File: src/rtl/pool_addr_ctrl.sv
// Pooling address sequencer: steps a lane-parallel read window over each channel,
// handshakes with the RAM and pulses clear/accumulate/write/finish around it.
module pool_addr_ctrl #(
   parameter int unsigned ADDR_W   = 12,
   parameter int unsigned LANES    = 9,
   parameter int unsigned DEPTH    = 4096,
   parameter int unsigned CHANNELS = 1,
   localparam int unsigned CH_W    = (CHANNELS > 1) ? $clog2(CHANNELS) : 1
) (
   input  logic                      i_clk,
   input  logic                      i_reset,
   input  logic                      i_start,
   input  logic                      i_mode,
   input  logic                      i_validRam,
   output logic [LANES*ADDR_W-1:0]   o_addrRead,
   output logic [LANES-1:0]          o_laneMask,
   output logic                      o_startRam,
   output logic                      o_clearAcc,
   output logic                      o_accEnable,
   output logic                      o_writeResult,
   output logic [CH_W-1:0]           o_channel,
   output logic                      o_mode,
   output logic                      o_busy,
   output logic                      o_finish
);

   localparam int unsigned OFF_W = ADDR_W + 1;

   typedef enum logic [2:0] {
      S_IDLE, S_CLEAR, S_REQ, S_WAIT, S_ACC, S_NEXT, S_WRITE, S_DONE
   } state_t;

   state_t            r_state;
   state_t            w_next;
   logic [OFF_W-1:0]  r_offset;
   logic [CH_W-1:0]   r_channel;
   logic              r_mode;
   logic              w_last_grp;
   logic              w_last_ch;
   logic              w_lanes_on;

   assign w_last_grp = (32'(r_offset) + LANES) >= DEPTH;
   assign w_last_ch  = (32'(r_channel) == (CHANNELS - 1));
   assign w_lanes_on = (r_state == S_REQ) || (r_state == S_WAIT) ||
                       (r_state == S_ACC) || (r_state == S_NEXT);

   assign o_channel = r_channel;
   assign o_mode    = r_mode;

   // State register
   always_ff @(posedge i_clk or negedge i_reset) begin
      if (!i_reset) r_state <= S_IDLE;
      else          r_state <= w_next;
   end

   // Next state and state-decoded pulses
   always_comb begin
      w_next        = r_state;
      o_startRam    = 1'b0;
      o_clearAcc    = 1'b0;
      o_accEnable   = 1'b0;
      o_writeResult = 1'b0;
      o_finish      = 1'b0;
      o_busy        = (r_state != S_IDLE);
      case (r_state)
         S_IDLE:  if (i_start) w_next = S_CLEAR;
         S_CLEAR: begin o_clearAcc = 1'b1; w_next = S_REQ; end
         S_REQ:   begin o_startRam = 1'b1; w_next = S_WAIT; end
         S_WAIT:  if (i_validRam) w_next = S_ACC;
         S_ACC:   begin o_accEnable = 1'b1; w_next = S_NEXT; end
         S_NEXT:  w_next = w_last_grp ? S_WRITE : S_REQ;
         S_WRITE: begin
            o_writeResult = 1'b1;
            w_next        = w_last_ch ? S_DONE : S_CLEAR;
         end
         S_DONE:  begin o_finish = 1'b1; w_next = S_IDLE; end
         default: w_next = S_IDLE;
      endcase
   end

   // Offset, channel and mode registers
   always_ff @(posedge i_clk or negedge i_reset) begin
      if (!i_reset) begin
         r_offset  <= '0;
         r_channel <= '0;
         r_mode    <= 1'b0;
      end else begin
         case (r_state)
            S_IDLE: if (i_start) begin
               r_offset  <= '0;
               r_channel <= '0;
               r_mode    <= i_mode;
            end
            S_NEXT:  r_offset <= w_last_grp ? '0 : r_offset + OFF_W'(LANES);
            S_WRITE: if (!w_last_ch) r_channel <= r_channel + CH_W'(1);
            S_DONE:  r_channel <= '0;
            default: ;
         endcase
      end
   end

   // Lane addresses; lanes past the end of the channel read address 0 and are masked off
   always_comb begin
      logic [OFF_W-1:0] v_sum;
      v_sum      = '0;
      o_addrRead = '0;
      o_laneMask = '0;
      for (int k = 0; k < int'(LANES); k++) begin
         v_sum = r_offset + OFF_W'(k);
         if (w_lanes_on && (32'(v_sum) < DEPTH)) begin
            o_addrRead[k*ADDR_W +: ADDR_W] = v_sum[ADDR_W-1:0];
            o_laneMask[k]                  = 1'b1;
         end
      end
   end

endmodule

File: config.mk
export PLATFORM = sky130hd
export DESIGN_NAME = pool_addr_ctrl
export DESIGN_NICKNAME = d
export VERILOG_FILES = /design/src/rtl/pool_addr_ctrl.sv
export SDC_FILE = /design/constraint.sdc
export NUM_CORES = 1
export LEC_CHECK = 0
export CAP_MARGIN = 10
export CORE_MARGIN = 2
export CORE_UTILIZATION = 55
export CTS_BUF_LIST = sky130_fd_sc_hd__clkbuf_4 sky130_fd_sc_hd__clkbuf_8
export DETAILED_ROUTE_END_ITERATION = 12
export DONT_BUFFER_PORTS = 1
export GPL_TIMING_DRIVEN = 0
export MAX_ROUTING_LAYER = met4
export PLACE_DENSITY = 0.72
export SYNTH_ARGS = -nofsm -noshare
export SYNTH_HDL_FRONTEND = slang
export SYNTH_SLANG_ARGS = --single-unit
File: constraint.sdc
create_clock -name i_clk -period 5.65 [get_ports i_clk]
set_input_delay 0.565 -clock i_clk [delete_from_list [all_inputs] [get_ports i_clk]]
set_output_delay 0.565 -clock i_clk [all_outputs]
set_load 0.01 [all_outputs]
# Word-level counts from Yosys, hierarchy flattened
# Cells that the tools add are included.
totals:
  register_bits: 18
  in_bits: 5
  output_inout_bits: 125
  word_cells: 88
classes:
  mux: 34
  eq_ne: 9
  n_reduce_logical: 20
  n_addsub: 11
  magnitude_cmp: 10
op_table:
  columns: ["cell", "n"]
  rows:
  - ["$lt A13 B13 Y1 const B", 9]
  - ["$mux W12", 9]
  - ["$add A13 B3 Y13 const B", 4]
  - ["$add A13 B2 Y13 const B", 2]
  - ["$add A13 B4 Y13 const B", 2]
  - ["$mux W13", 2]
  - ["$pmux W13 S2", 1]
  - ["$pmux W3 S8", 1]
  - ["$mux W1", 16]
  - ["$add A13 B4 Y14 const B", 1]
  - ["$ge A14 B13 Y1 const B", 1]
  - ["$add A13 B1 Y13 const B", 1]
  - ["$eq A3 B3 Y1 const B", 4]
  - ["$mux W3", 4]
  - ["$logic_and A1 B1 Y1", 9]
  - ["$reduce_and A2 Y1", 4]
  - ["$eq A3 B2 Y1 const B", 2]
  - ["$reduce_bool A3 Y1", 2]
  - ["$ne A2 B2 Y1 const B", 2]
  - ["$eq A3 B1 Y1 const B", 1]
  - ["$logic_not A3 Y1", 1]
  - ["$logic_or A1 B1 Y1", 3]
  - ["$pmux W1 S3", 1]
  - ["$reduce_bool A2 Y1", 1]
  - ["$add A1 B1 Y1 const B", 1]

# Longest topological paths before layout
# Gate-level depths: netlist of run 1.
depth:
  ltp_word: 6
  ltp_mapped: 9
  mapped_depth_nobuf: 7

# Least setup slack after synthesis of run 1
# Ideal clock, no wire load.
synth_timing:
  path_kind: "reg-to-output"
  start: "register r_offset[0]"
  end: "output o_addrRead[40]"
  path_stages_with_launch: 10
  arrival_time_ns: 2.113
  path_buffers: 2
  setup_slack_ns: 2.972
  cell_sequence: "dfrtp_1 -> clkbuf_1 -> inv_1 -> ha_1 -> nand2b_1 -> nor3_1 -> xnor2_1 -> nand2_1 -> buf_2 -> nor2_1"
synth_via:
  elab_chain_cells: 4
synth_rtl:
  columns: ["element", "line_no", "rtl"]
  rows:
  - ["from (decl)", "35", "logic [OFF_W-1:0] r_offset;"]
  - ["from (signal assigned)", "94", "S_NEXT: r_offset <= w_last_grp ? '0 : r_offset + OFF_W'(LANES);"]
  - ["$add A13 B2 Y13 *", "109", "v_sum = r_offset + OFF_W'(k);"]
  - ["$lt A13 B13 Y1", "110", "if (w_lanes_on && (32'(v_sum) < DEPTH)) begin"]
  - ["$logic_and A1 B1 Y1", "110", null]
  - ["$mux W12 *", "110", null]
  - ["to (decl)", "15", "output logic [LANES*ADDR_W-1:0] o_addrRead,"]
# Mark *: on every way between the ends. The rest lies on a longest branch, timed or not.

# Worst setup path in the final report of run 1
layout_timing:
  start: "register r_offset[0]"
  end: "output o_addrRead[46]"
# Same word-level chain as after synthesis.

==> results of run 1 <==
## worst max-delay path by stage
| stage | from | endpoint | slack [ps] | cells after the start |
|---|---|---|---|---|
| 6_report | r_offset[0]$_DFFE_PN0P_ | o_addrRead[46] | 1930 | 9 |
| 5_1_grt | r_offset[0]$_DFFE_PN0P_ | o_addrRead[46] | 1800 | 9 |
| 4_1_cts | r_offset[0]$_DFFE_PN0P_ | o_addrRead[46] | 2030 | 9 |
| 3_5_place_dp | r_offset[0]$_DFFE_PN0P_ | o_addrRead[46] | 2320 | 9 |
| 3_3_place_gp | r_offset[0]$_DFFE_PN0P_ | o_addrRead[46] | 2360 | 9 |
| 2_1_floorplan | r_offset[0]$_DFFE_PN0P_ | o_addrRead[40] | 2970 | 9 |
## report_power, final
group	internal [mW]	switching, mW	total (mW)
logic	0.421	1.14	1.56
clock network	0.0549	0.0427	0.0976
registers	0.168	0.0426	0.210
## state kept, by name (all words and copies together), names as in the netlist
name,count
o_mode,1
r_offset,13
r_state,3
## routing by layer
| layer | track usage | vias to the layer above | share of wire |
|---|---|---|---|
| li1 | - | 1416 | - |
| met1 | 0.410 | 1404 | 0.42 |
| met2 | 0.541 | 173 | 0.47 |
| met3 | 0.0569 | 25 | 0.077 |
| met4 | 0.151 | 0 | 0.033 |
| met5 | - | - | 0 |
## logic make-up (layout without fill, tap and decap cells)
family	after synthesis	count (layout)	share of synthesized area
buf+inv	58	64	0.0904
simple gates	232	232	0.364
compound gates	37	37	0.0825
mux	4	4	0.0166
fa+ha+maj	12	12	0.0524
other cells	1	1	0.00131
xor+xnor	80	80	0.244
flops	17	17	0.148
## repair_timing
item	4_1_cts	5_1_grt
hold buffers	1	1
hold endpoints to repair	9	8
setup buffers	0	0
resized for setup	0	0
## synth_stat cells (all sizes together) (2+ instances only)
cell,number
mux2,3
nor2,131
and3,19
buf,22
nand3,13
ha,12
xnor2,57
a31oi,9
nor3,9
and4,3
o21ai,7
nor2b,11
nand2,32
inv,14
nor3b,4
o31ai,4
xor2,23
a21oi,9
nand2b,2
dfrtp,17
clkbuf,21
nand4,3
## cell type report
type / count / area [um2]
well taps: 70 / 87.6
inverters: 15 / 56.3
multi-input cells: 366 / 2180
fillers: 523 / 2050
repair buffers: 2 / 20.0
plain buffers: 43 / 203
clock buffers: 4 / 48.8
flip-flops and latches: 17 / 425
==> summary.txt, run 1 <==
Status
  • Status: completed

STA
  • Final hold violation count: 0
  • Highest attainable clock frequency: 0.269 GHz
  • Tightest hold margin: 454 ps
  • Final setup margin: 1930 ps
  • Final worst path period share: 0.659
  • Headroom to the max-slew limit: 0.452
  • Setup-violating endpoint count in the final report: 0
  • Least-Margin Pin Slew: 822 ps
  • Final-layout setup total negative slack: 0 ps
  • Number of max-slew violations in the final report: 0
  • RSZ-0062 raised after global routing: no
  • Post-route clock skew: 8.83 ps
  • Min cycle time layout: 3720 ps

Drt
  • Via density: 5.84
  • Initial DRC count: 232
  • Final antenna-violating net count: 0
  • Average detailed-routed wire length per instance: 18.7 um
  • Pre-antenna DRT Iters: 5
  • Vias post-DR: 3018
  • Routed WL: 9660 um
  • Remaining DRCs: 0

Critical path
  • Ordered cell list for the critical path: clkbuf_1 -> inv_1 -> ha_1 -> nand2b_1 -> nor3_1 -> xnor2_1 -> nand2_1 -> buf_2 -> nor2_1
  • Max incr delay on CP: 500 ps
  • Critical path buffers and inverters: 3
  • Setup slack on the worst flop-to-flop path: 3130 ps
  • Top Family by Delay on Critical Path: buffers and inverters
  • Critical path peak fanout: 10
  • Endpoint class of the critical path: primary output
  • CP Data Required Time: 5090 ps
  • Nature of the critical path startpoint: register
  • Worst setup path class: register to primary output
  • Crit Reg-Reg Startpoint: r_offset[3]$_DFFE_PN0P_
  • Worst R2R End: r_offset[8]$_DFFE_PN0P_
  • Worst reg2reg path depth: 9
  • Master of the slowest instance on the critical path: sky130_fd_sc_hd__dfrtp_1
  • Crit path DAT: 3160 ps

Floorplanning
  • Placeable core region: 5070 um2
  • Total Die Area: 5800 um2
  • Horizontal die dimension: 76.2 um
  • Initial cell density of the core: 0.565
  • Height of the die: 76.2 um
  • Number of top-level design ports: 130
  • Rows: 26

Yosys
  • Proportion of netlist area held by the largest area contributor: 0.174
  • Cell type contributing the most total cell area after synthesis: sky130_fd_sc_hd__xnor2_1
  • Largest cells by area after synthesis: sky130_fd_sc_hd__xnor2_1, sky130_fd_sc_hd__nor2_1, sky130_fd_sc_hd__dfrtp_1, sky130_fd_sc_hd__xor2_1, sky130_fd_sc_hd__ha_1
  • Synthesized flop and latch total: 17
  • Cell count after synthesis: 441
  • Number of unique standard cell types used by synthesis: 45
  • Sequential-to-total area share from yosys stat: 0.148
  • Number of enable-type register cells in the synthesized netlist: 0
  • Ys async rst share: 1.00
  • YS warnings: 0
  • Per-instance average area after synthesis: 6.50 um2
  • Flip-flop cell with the highest count after synthesis: sky130_fd_sc_hd__dfrtp_1
  • Synthesized Nets: 458
  • Post-Syn Area: 2870 um2

Placed design
  • Placed cells: 511
  • Placement Setup Slack: 2320 ps
  • Placement Cell Area: 2950 um2
  • RD Place Congestion: 0.973
  • # port buffers: 0
  • HPWL reported at the end of detailed placement: 7290 um

Worst hold path
  • Destination of the worst hold path: o_mode$_DFFE_PN0P_
  • Worst Hold Path Cells: 1
  • HP Class: input pin to register
  • Startpoint of the tightest hold check path: i_mode

CTS
  • Reg clk slew, reported paths: 70 ps
  • H-tree depth reported by CTS: 1
  • Maximum root-to-sink buffer count: 2
  • CTS tree: done
  • Clock buffer count from CTS: 3
  • Sinks on Clock Net: 17
  • Cell at the root of the clock tree: sky130_fd_sc_hd__clkbuf_8
  • Source-to-sink clock delay at the later pin of the worst-skew pair: 260 ps

Global route
  • GRT Overall Usage: 0.334
  • Number of antenna violations at the first check in global routing: 0
  • First-pass GRT wire length: 15100 um
  • Overall overflow remaining after global route: 0
  • Number of global-route vias before repair: 2771
  • Largest net degree at the start of global routing: 11

Finish
  • Cell Count, Final, Fillers Out: 517
  • Signed area change from the synthesized netlist to the final layout: 5.46%
  • Leading cell type in the layout, fill and taps excluded: sky130_fd_sc_hd__nor2_1
  • Post-layout nets: 465
  • Core Util, Final: 0.596
  • Inserted Diodes: 0
  • Leading cell types in the layout, fill and taps excluded: sky130_fd_sc_hd__nor2_1, sky130_fd_sc_hd__xnor2_1, sky130_fd_sc_hd__nand2_1
  • Fraction of final layout cells with drive strength greater than 1: 0.0805
  • Design area: 3020 um2

Power
  • Max VDD drop: 0.305 mV
  • Post-route total power: 1.87 mW
  • Leakage dissipation: 1.22 nW
  • PD cells: 619 nW/um2

Job
  • Max Cap Violations: 0
(Power assumes the default switching activity.)
==> inputs of run 2 (changes only) <==
clock period = 3.85 ns   (was 5.65 ns; I/O delays follow)
==> run 2 against run 1 <==
Net effect: setup slack worse by 1600 ps; final area down 0.33%; clock skew up 0.95 ps; critical path depth unchanged; combinational power up 47%; first-iteration DRC count down 12%; worst hold slack worse by 180 ps; register-to-register slack worse by 1800 ps; final cell count down 0.19%; largest power group unchanged.
==> summary.txt, run 2 (synthesis gave the netlist of run 1 again) <==
CTS
  • Post-CTS repair timing setup buffer count: 0 (unchanged)
  • Clock buffer count from CTS: 3 (unchanged)
  • Sinks on Clock Net: 17 (unchanged)
  • Maximum root-to-sink buffer count: 2 (unchanged)
  • Cell at the root of the clock tree: sky130_fd_sc_hd__clkbuf_8
  • H-tree depth reported by CTS: 1 (unchanged)
  • Reg clk slew, reported paths: 70 ps (about the same)
  • Source-to-sink clock delay at the later pin of the worst-skew pair: 260 ps (about the same)
  • CTS tree: done
  • Cells resized by post-CTS repair: 0 (unchanged)

STA
  • Final worst path period share: 0.912
  • RSZ-0062 raised after global routing: no
  • Highest attainable clock frequency: 0.285 GHz
  • Headroom to the max-slew limit: 0.459 (+0.00716)
  • Min cycle time layout: 3510 ps
  • Final-layout setup total negative slack: 0 ps (unchanged)
  • Number of max-slew violations in the final report: 0 (unchanged)
  • Post-route clock skew: 9.78 ps (+0.947 ps)
  • Final hold violation count: 0 (unchanged)
  • Tightest hold margin: 272 ps (-182 ps)
  • Least-Margin Pin Slew: 811 ps (-10.7 ps)
  • Setup-violating endpoint count in the final report: 0 (unchanged)

Worst hold path
  • HP Class: input pin to register

Floorplanning
  • Total Die Area: 5800 um2 (unchanged)
  • Rows: 26 (unchanged)
  • Number of top-level design ports: 130 (unchanged)
  • Height of the die: 76.2 um (unchanged)
  • Initial cell density of the core: 0.565 (unchanged)
  • Placeable core region: 5070 um2 (unchanged)
  • Horizontal die dimension: 76.2 um (unchanged)

Power
  • Leakage dissipation: 1.21 nW (-0.34%)
  • PD cells: 911 nW/um2 (+47%)
  • Max VDD drop: 0.455 mV (+49%)

Placed design
  • HPWL reported at the end of detailed placement: 7290 um (unchanged)
  • # port buffers: 0 (unchanged)
  • RD Place Congestion: 0.973 (unchanged)
  • Placed cells: 511 (unchanged)

Drt
  • Initial DRC count: 204 (-12%)
  • Remaining DRCs: 0 (unchanged)
  • Final antenna-violating net count: 0 (unchanged)
  • Top routing layer used: met4
  • Pre-antenna DRT Iters: 4 (-1)
  • Length of routed wiring on met1: 3930 um (-2.3%)
  • Detailed-routed wire length on met2: 4570 um (about the same)
  • Via density: 5.91 (+1.3%)
  • Met3 routed WL: 760 um (+2.0%)
  • Average detailed-routed wire length per instance: 18.7 um (-0.19%)
  • Vias post-DR: 3051 (+1.1%)
  • Routed WL: 9630 um (-0.38%)

Finish
  • Leading cell types in the layout, fill and taps excluded: sky130_fd_sc_hd__nor2_1, sky130_fd_sc_hd__xnor2_1, sky130_fd_sc_hd__nand2_1
  • Fraction of final layout cells with drive strength greater than 1: 0.0807 (+0.000181)
  • Largest register FFs: 13 (unchanged)
  • Post-layout nets: 464 (-0.22%)
  • Register name with the most flops: r_offset
  • Signed area change from the synthesized netlist to the final layout: 5.11%
  • Cell Count, Final, Fillers Out: 516 (-0.19%)
  • Inserted Diodes: 0 (unchanged)
  • FF+latch area: 425 um2 (unchanged)
  • Fillers: 524 (+0.19%)
  • Leading cell type in the layout, fill and taps excluded: sky130_fd_sc_hd__nor2_1
  • Area of combinational cells with multiple inputs: 2180 um2 (unchanged)

Critical path
  • Worst setup path class: register to primary output
  • Crit path DAT: 3130 ps (-30 ps)
  • Master of the slowest instance on the critical path: sky130_fd_sc_hd__dfrtp_1
  • Ordered cell list for the critical path: clkbuf_1 -> inv_1 -> ha_1 -> nand2b_1 -> nor3_1 -> xnor2_1 -> nand2_1 -> buf_2 -> nor2_1
  • Max incr delay on CP: 490 ps (about the same)
  • CP Data Required Time: 3460 ps (-1630 ps)
  • Endpoint class of the critical path: primary output
  • Critical path peak fanout: 10 (unchanged)
  • Nature of the critical path startpoint: register

Status
  • Status: completed

Global route
  • First-pass GRT wire length: 15100 um (unchanged)
  • Number of global-route vias before repair: 2769 (-0.072%)
  • Number of antenna violations at the first check in global routing: 0 (unchanged)
  • Overall overflow remaining after global route: 0 (unchanged)
  • GRT Overall Usage: 0.334 (about the same)
  • Largest net degree at the start of global routing: 18 (+7)

Job
  • Max Cap Violations: 0 (unchanged)
-- run 2: through the flow --
step	setup WS, ps	cell area, um2	total power [mW]	utilization
final	338	3010	2.74	0.594
after global routing	175	3010	2.96	0.594
after CTS	414	3010	2.71	0.594
after detailed placement	701	2950	2.56	0.582
after global placement	736	2950	2.54	0.582
after floorplan	1350	2870	2.08	-
-- run 2: power breakdown --
group          switching [mW]  internal (mW)  total, mW
clock                  0.0635         0.0806      0.144
combinational            1.68          0.618       2.29
sequential             0.0610          0.246      0.307
-- run 2: final cells by class --
cell class | instances | share of cell area
Multi-Input combinational cell | 366 | 0.724
Sequential cell | 17 | 0.141
Buffer | 43 | 0.0673
Tap cell | 70 | 0.0291
Inverter | 15 | 0.0187
Clock buffer | 4 | 0.0162
Timing Repair Buffer | 1 | 0.00332
-- run 2: worst max-delay path, delay by kind of cell, from the launching register on --
| kind | cells | cell delay, ps |
|---|---|---|
| XOR/XNOR | 1 | 150 |
| buffers and inverters | 3 | 970 |
| AND/OR/NAND/NOR | 4 | 910 |
| adder cells (fa/ha/maj) | 1 | 340 |
| flip-flops | 1 | 490 |
-- run 2: what timing repair did --
| item | 4_1_cts | 5_1_grt |
|---|---|---|
| hold buffers | 1 | 0 |
| endpoints found under the setup margin | 0 | 0 |
| hold endpoints to repair | 17 | 0 |
-- run 2: final timing paths --
path,startpoint,end,slack (ps),cells after the start
setup / recovery,r_offset[0]$_DFFE_PN0P_,o_addrRead[46],340,9
hold / removal,i_mode,o_mode$_DFFE_PN0P_,270,1
setup reg to reg,r_offset[3]$_DFFE_PN0P_,r_offset[8]$_DFFE_PN0P_,1350,9
hold reg to reg,o_mode$_DFFE_PN0P_,o_mode$_DFFE_PN0P_,590,1
max in group asynchronous,i_reset,r_offset[6]$_DFFE_PN0P_,2710,1
min in group asynchronous,i_reset,r_state[0]$_DFFE_PN0P_,650,1
-- run 2: metal layers --
metal | GRT usage | vias to the layer above
li1 | - | 1418
met1 | 0.410 | 1427
met2 | 0.540 | 175
met3 | 0.0569 | 31
met4 | 0.151 | 0
met5 | - | -
